$ cat config.mk
export PLATFORM = sky130hd
export DESIGN_NAME = prog_loader
export DESIGN_NICKNAME = d
export VERILOG_FILES = /design/src/rtl/prog_loader.sv
export SDC_FILE = /design/constraint.sdc
export NUM_CORES = 1
export LEC_CHECK = 0
export BUFFER_PORTS_ARGS = -buffer_cell sky130_fd_sc_hd__buf_4
export CAP_MARGIN = 0
export CORE_MARGIN = 2
export CORE_UTILIZATION = 59
export DETAILED_ROUTE_END_ITERATION = 12
export HOLD_SLACK_MARGIN = 0.08
export PLACE_DENSITY = 0.84
export SETUP_SLACK_MARGIN = 0.2
export SLEW_MARGIN = 20
export SYNTH_ARGS = -nofsm -noshare
export SYNTH_HDL_FRONTEND = slang
export SYNTH_SLANG_ARGS = --single-unit
$ cat constraint.sdc
create_clock -name clk -period 4.4 [get_ports clk]
set_clock_uncertainty 0.05 [all_clocks]
set_input_delay 0 -clock clk [delete_from_list [all_inputs] [get_ports clk]]
set_output_delay 0 -clock clk [all_outputs]
set_load 0.1 [all_outputs]
$ cat src/rtl/prog_loader.sv
// Byte-stream program loader: takes a length byte and data bytes and drives RAM program-mode writes.
// Optional trailing checksum byte and err flag are enabled by defining PROG_LOADER_CHECKSUM_EN.
module prog_loader (
  input  logic       clk,
  input  logic       rst,
  input  logic       start,
  input  logic [7:0] in_data,
  input  logic       in_valid,
  output logic       in_ready,
  output logic       program_mode,
  output logic [7:0] pm_mar_in,
  output logic       pm_mar_wr,
  output logic [7:0] pm_data,
  output logic       pm_we,
  output logic       busy,
  output logic       done,
  output logic       err
);

  typedef enum logic [2:0] {
    StIdle,
    StLen,
    StWaitByte,
    StSetAddr,
    StWrite,
    StCheck,
    StFinish
  } state_e;

  state_e     state_q, state_d;
  logic [8:0] count_q, count_d;
  logic [7:0] addr_q, addr_d;

  logic       in_ready_q, in_ready_d;
  logic       prog_mode_q, prog_mode_d;
  logic [7:0] mar_in_q, mar_in_d;
  logic       mar_wr_q, mar_wr_d;
  logic [7:0] data_q, data_d;
  logic       we_q, we_d;
  logic       busy_q, busy_d;
  logic       done_q, done_d;
  logic       xfer;

`ifdef PROG_LOADER_CHECKSUM_EN
  logic [7:0] sum_q, sum_d;
  logic       err_q, err_d;
`endif

  // in_ready is a flop, so a transfer is judged on the registered handshake.
  assign xfer = in_valid & in_ready_q;

  always_ff @(posedge clk or negedge rst) begin
    if (!rst) begin
      state_q <= StIdle;
    end else begin
      state_q <= state_d;
    end
  end

  always_comb begin
    state_d = state_q;
    count_d = count_q;
    addr_d  = addr_q;
`ifdef PROG_LOADER_CHECKSUM_EN
    sum_d   = sum_q;
`endif
    unique case (state_q)
      StIdle: begin
        if (start) begin
          state_d = StLen;
          addr_d  = 8'h00;
          count_d = 9'd0;
`ifdef PROG_LOADER_CHECKSUM_EN
          sum_d   = 8'h00;
`endif
        end
      end
      StLen: begin
        if (xfer) begin
          // A length byte of zero encodes a full 256-byte image.
          count_d = (in_data == 8'h00) ? 9'd256 : {1'b0, in_data};
          state_d = StWaitByte;
        end
      end
      StWaitByte: begin
        if (xfer) begin
`ifdef PROG_LOADER_CHECKSUM_EN
          sum_d   = sum_q + in_data;
`endif
          state_d = StSetAddr;
        end
      end
      StSetAddr: state_d = StWrite;
      StWrite: begin
        addr_d  = addr_q + 8'd1;
        count_d = count_q - 9'd1;
        if (count_q == 9'd1) begin
`ifdef PROG_LOADER_CHECKSUM_EN
          state_d = StCheck;
`else
          state_d = StFinish;
`endif
        end else begin
          state_d = StWaitByte;
        end
      end
      StCheck: begin
`ifdef PROG_LOADER_CHECKSUM_EN
        if (xfer) state_d = StFinish;
`else
        state_d = StIdle;
`endif
      end
      StFinish: state_d = StIdle;
      default:  state_d = StIdle;
    endcase
  end

  // Outputs are decoded from the next state so that every port comes straight from a flop.
  always_comb begin
    in_ready_d  = (state_d == StLen) || (state_d == StWaitByte) || (state_d == StCheck);
    prog_mode_d = (state_d != StIdle) && (state_d != StFinish);
    mar_wr_d    = (state_d == StSetAddr);
    mar_in_d    = mar_wr_d ? addr_q : mar_in_q;
    we_d        = (state_d == StWrite);
    data_d      = ((state_q == StWaitByte) && xfer) ? in_data : data_q;
    busy_d      = (state_d != StIdle);
    done_d      = (state_d == StFinish);
`ifdef PROG_LOADER_CHECKSUM_EN
    err_d       = err_q;
    if ((state_q == StIdle) && start) err_d = 1'b0;
    if ((state_q == StCheck) && xfer) err_d = (in_data != sum_q);
`endif
  end

  always_ff @(posedge clk or negedge rst) begin
    if (!rst) begin
      count_q     <= 9'd0;
      addr_q      <= 8'h00;
      in_ready_q  <= 1'b0;
      prog_mode_q <= 1'b0;
      mar_in_q    <= 8'h00;
      mar_wr_q    <= 1'b0;
      data_q      <= 8'h00;
      we_q        <= 1'b0;
      busy_q      <= 1'b0;
      done_q      <= 1'b0;
`ifdef PROG_LOADER_CHECKSUM_EN
      sum_q       <= 8'h00;
      err_q       <= 1'b0;
`endif
    end else begin
      count_q     <= count_d;
      addr_q      <= addr_d;
      in_ready_q  <= in_ready_d;
      prog_mode_q <= prog_mode_d;
      mar_in_q    <= mar_in_d;
      mar_wr_q    <= mar_wr_d;
      data_q      <= data_d;
      we_q        <= we_d;
      busy_q      <= busy_d;
      done_q      <= done_d;
`ifdef PROG_LOADER_CHECKSUM_EN
      sum_q       <= sum_d;
      err_q       <= err_d;
`endif
    end
  end

  assign in_ready     = in_ready_q;
  assign program_mode = prog_mode_q;
  assign pm_mar_in    = mar_in_q;
  assign pm_mar_wr    = mar_wr_q;
  assign pm_data      = data_q;
  assign pm_we        = we_q;
  assign busy         = busy_q;
  assign done         = done_q;
`ifdef PROG_LOADER_CHECKSUM_EN
  assign err          = err_q;
`else
  assign err          = 1'b0;
`endif

endmodule

==> flow_metrics.env <==
export IMPL_path_max_fanout=14
export IMPL_grt_pass1_wl_um=6710
export IMPL_viasPerCell=6.03
export IMPL_antenna_cells=0
export IMPL_syn_cell_area_um2=1940
export IMPL_dp_worst_setup_slack_ns=2.42
export IMPL_row_count=20
export IMPL_gp_congestion=0.808
export IMPL_critical_path_startpoint="state_q[2]"
export IMPL_drc=0
export IMPL_crit_type="reg -> reg"
export IMPL_cts_tree="done"
export IMPL_synth_edf_count=0
export IMPL_grt_pass1_vias=1444
export IMPL_cts_resized=0
export IMPL_clk_pin_slew_ns=0.12
export IMPL_overflow=0
export IMPL_utilization=0.770
export IMPL_ys_top_cells_by_area="dfrtp_1 54%, o21ai_0 4.9%, mux2_1 4.7%"
export IMPL_worstPathRequired_ns=4.62
export IMPL_clkLatencyLatePin_ns=0.37
export IMPL_vias=1574
export IMPL_synth_area_per_cell_um2=11.3
export IMPL_initialDrtViolationCount=78
export IMPL_syn2layout_area_growth_pct=22.4
export IMPL_nNetsFinal=231
export IMPL_cts_sinks=42
export IMPL_avgRoutedWirePerCell_um=15.8
export IMPL_yosys_warnings=0
export IMPL_rr_startpoint="state_q[2]"
export IMPL_synth_nets=187
export IMPL_root_buffer="clkbuf_4"
export IMPL_async_reset_ff_frac=1.00
export IMPL_maxClockFrequency_mhz=497
export IMPL_finalCritPeriodShare=0.457
export IMPL_io_buffers=33
export IMPL_ant_nets=0
export IMPL_slowest_stage="dfrtp_1"
export IMPL_antenna_found_initial=0
export IMPL_fin_setup_tns_ns=0
export IMPL_slew_violations=0
export IMPL_synth_top_area_frac=0.543
export IMPL_synth_top_cell_by_area="dfrtp_1"
export IMPL_outcome="complete, no violations"
export IMPL_cap_violations=0
export IMPL_final_hold_viol_count=0
export IMPL_hp_class="in -> async"
export IMPL_ys_ff_latch=42
export IMPL_drive_above_1_share=0.258
export IMPL_grt_max_degree=43
export IMPL_die_area_um2=3750
export IMPL_cts_max_level=2
export IMPL_endpoint_kind="flip-flop"
export IMPL_slew_headroom=0.508
export IMPL_worstPathArrival_ns=2.23
export IMPL_cts_inserted_buffers=5
export IMPL_cts_buffer_depth=2
export IMPL_grt_usage=0.249
export IMPL_synthCells=172
export IMPL_core_area_um2=3080
export IMPL_wl_um=4120
export IMPL_setup_viol=0
export IMPL_rsz0062_at_grt="false"
export IMPL_n_fill_cell=204
export IMPL_period_needed_ns=2.01
export IMPL_synth_ff_type="dfrtp_1"
export IMPL_ys_types=47
export IMPL_start_util=0.629
export IMPL_setup_slack_ns=2.39
export IMPL_slowest_delay_ns=0.58
export IMPL_worstMarginPinSlew_ns=0.731
export IMPL_die_width_um=61.3
export IMPL_setup_worst_path_start_class="flip-flop"
export IMPL_firstDrtPassIters=4
export IMPL_place_hpwl_um=2840
export IMPL_crit_chain="or3b_4, or4_4, a21oi_2, nor2_1"
export IMPL_synth_seq_area_share=0.543
export IMPL_ios=35
export IMPL_die_h_um=61.3
-- repair_timing --
item                      in CTS  in global routing
hold endpoints to repair      65                  0
buffers inserted               0                  0
hold buffers                  11                  0
-- area by class of cell --
cell class | count | area [um^2] | area share
flip-flops and latches | 42 | 1050 | 0.444
multi-input cells | 116 | 816 | 0.344
repair buffers | 45 | 365 | 0.154
clock buffers | 7 | 55.1 | 0.0232
well taps | 44 | 55.1 | 0.0232
inverters | 6 | 22.5 | 0.00950
clock inverters | 1 | 5.00 | 0.00211
-- synthesized netlist by cell type (4+ instances only) --
master / instances
dfrtp_1: 42
o21ai_0: 19
nor2_1: 9
mux2_1: 8
a21oi_1: 7
mux2_2: 7
nand2_1: 7
inv_1: 6
a32oi_1: 4
buf_2: 4
nand3_1: 4
nor4_1: 4
-- through the flow --
step | hold slack (ns) | cells | instance area (um^2)
2_1_floorplan | -0.346 | 172 | 1940
5_1_grt | 0.125 | 261 | 2370
3_3_place_gp | -0.0497 | 242 | 2200
3_5_place_dp | -0.0378 | 242 | 2200
4_1_cts | 0.109 | 261 | 2370
6_report | 0.0703 | 261 | 2370
-- logic make-up (layout without fill, tap and decap cells) --
family / after synthesis / after routing / synth area share
AOI/OAI and AO/OA: 48 / 48 / 0.156
and+or+nand+nor: 48 / 48 / 0.151
DFF: 42 / 42 / 0.543
muxes: 16 / 16 / 0.0924
buffers and inverters: 14 / 59 / 0.0356
adders and majority gates: 3 / 3 / 0.0194
other: 1 / 1 / 0.00194
-- final timing paths --
check	end	depth (start not counted)	slack, ns
hold reg to reg	addr_q[6]	1	0.46
max in group asynchronous	pm_data[0]	2	3.85
min in group clk	pm_data[4]	3	0.37
setup / recovery	in_ready	4	2.39
setup reg to reg	in_ready	4	2.39
hold / removal	pm_mar_wr	2	0.07
-- registers in the layout, indices dropped and copies added, names as in the netlist --
register,flops
addr_q,8
busy,1
pm_data,8
pm_we,1
done,1
pm_mar_wr,1
count_q,9
state_q,3
in_ready,1
program_mode,1
pm_mar_in,8
-- routing by layer --
layer | track usage | part of all wire | routed length [um]
met4 | 0.127 | 0.033 | 136
met2 | 0.374 | 0.47 | 1920
met5 | 0 | 0 | 0
met3 | 0.0693 | 0.067 | 276
met1 | 0.332 | 0.43 | 1790
-- cells in the final DEF, fill, tap and decap left out, types with 3 or more instances in the layout --
cell,instances
a21oi_1,7
mux2_1,8
nor3b_1,3
inv_1,6
mux2_2,7
clkbuf_4,5
o31ai_1,3
nor2_1,9
o21ai_0,19
ha_1,3
o21ai_1,3
nand2_1,7
dlygate4sd3_1,11
dfrtp_1,42
buf_4,34
nor4_1,4
nand3_1,4
a32oi_1,4
-- critical path, delay by kind of cell (launching register included) --
kind | cells | cell delay [ns]
AOI/OAI and AO/OA | 1 | 0.15
and+or+nand+nor | 3 | 1.14
DFF | 1 | 0.58
Power is not shown: default switching activity piles up to over one toggle a cycle in this logic, so the estimate is an artifact.
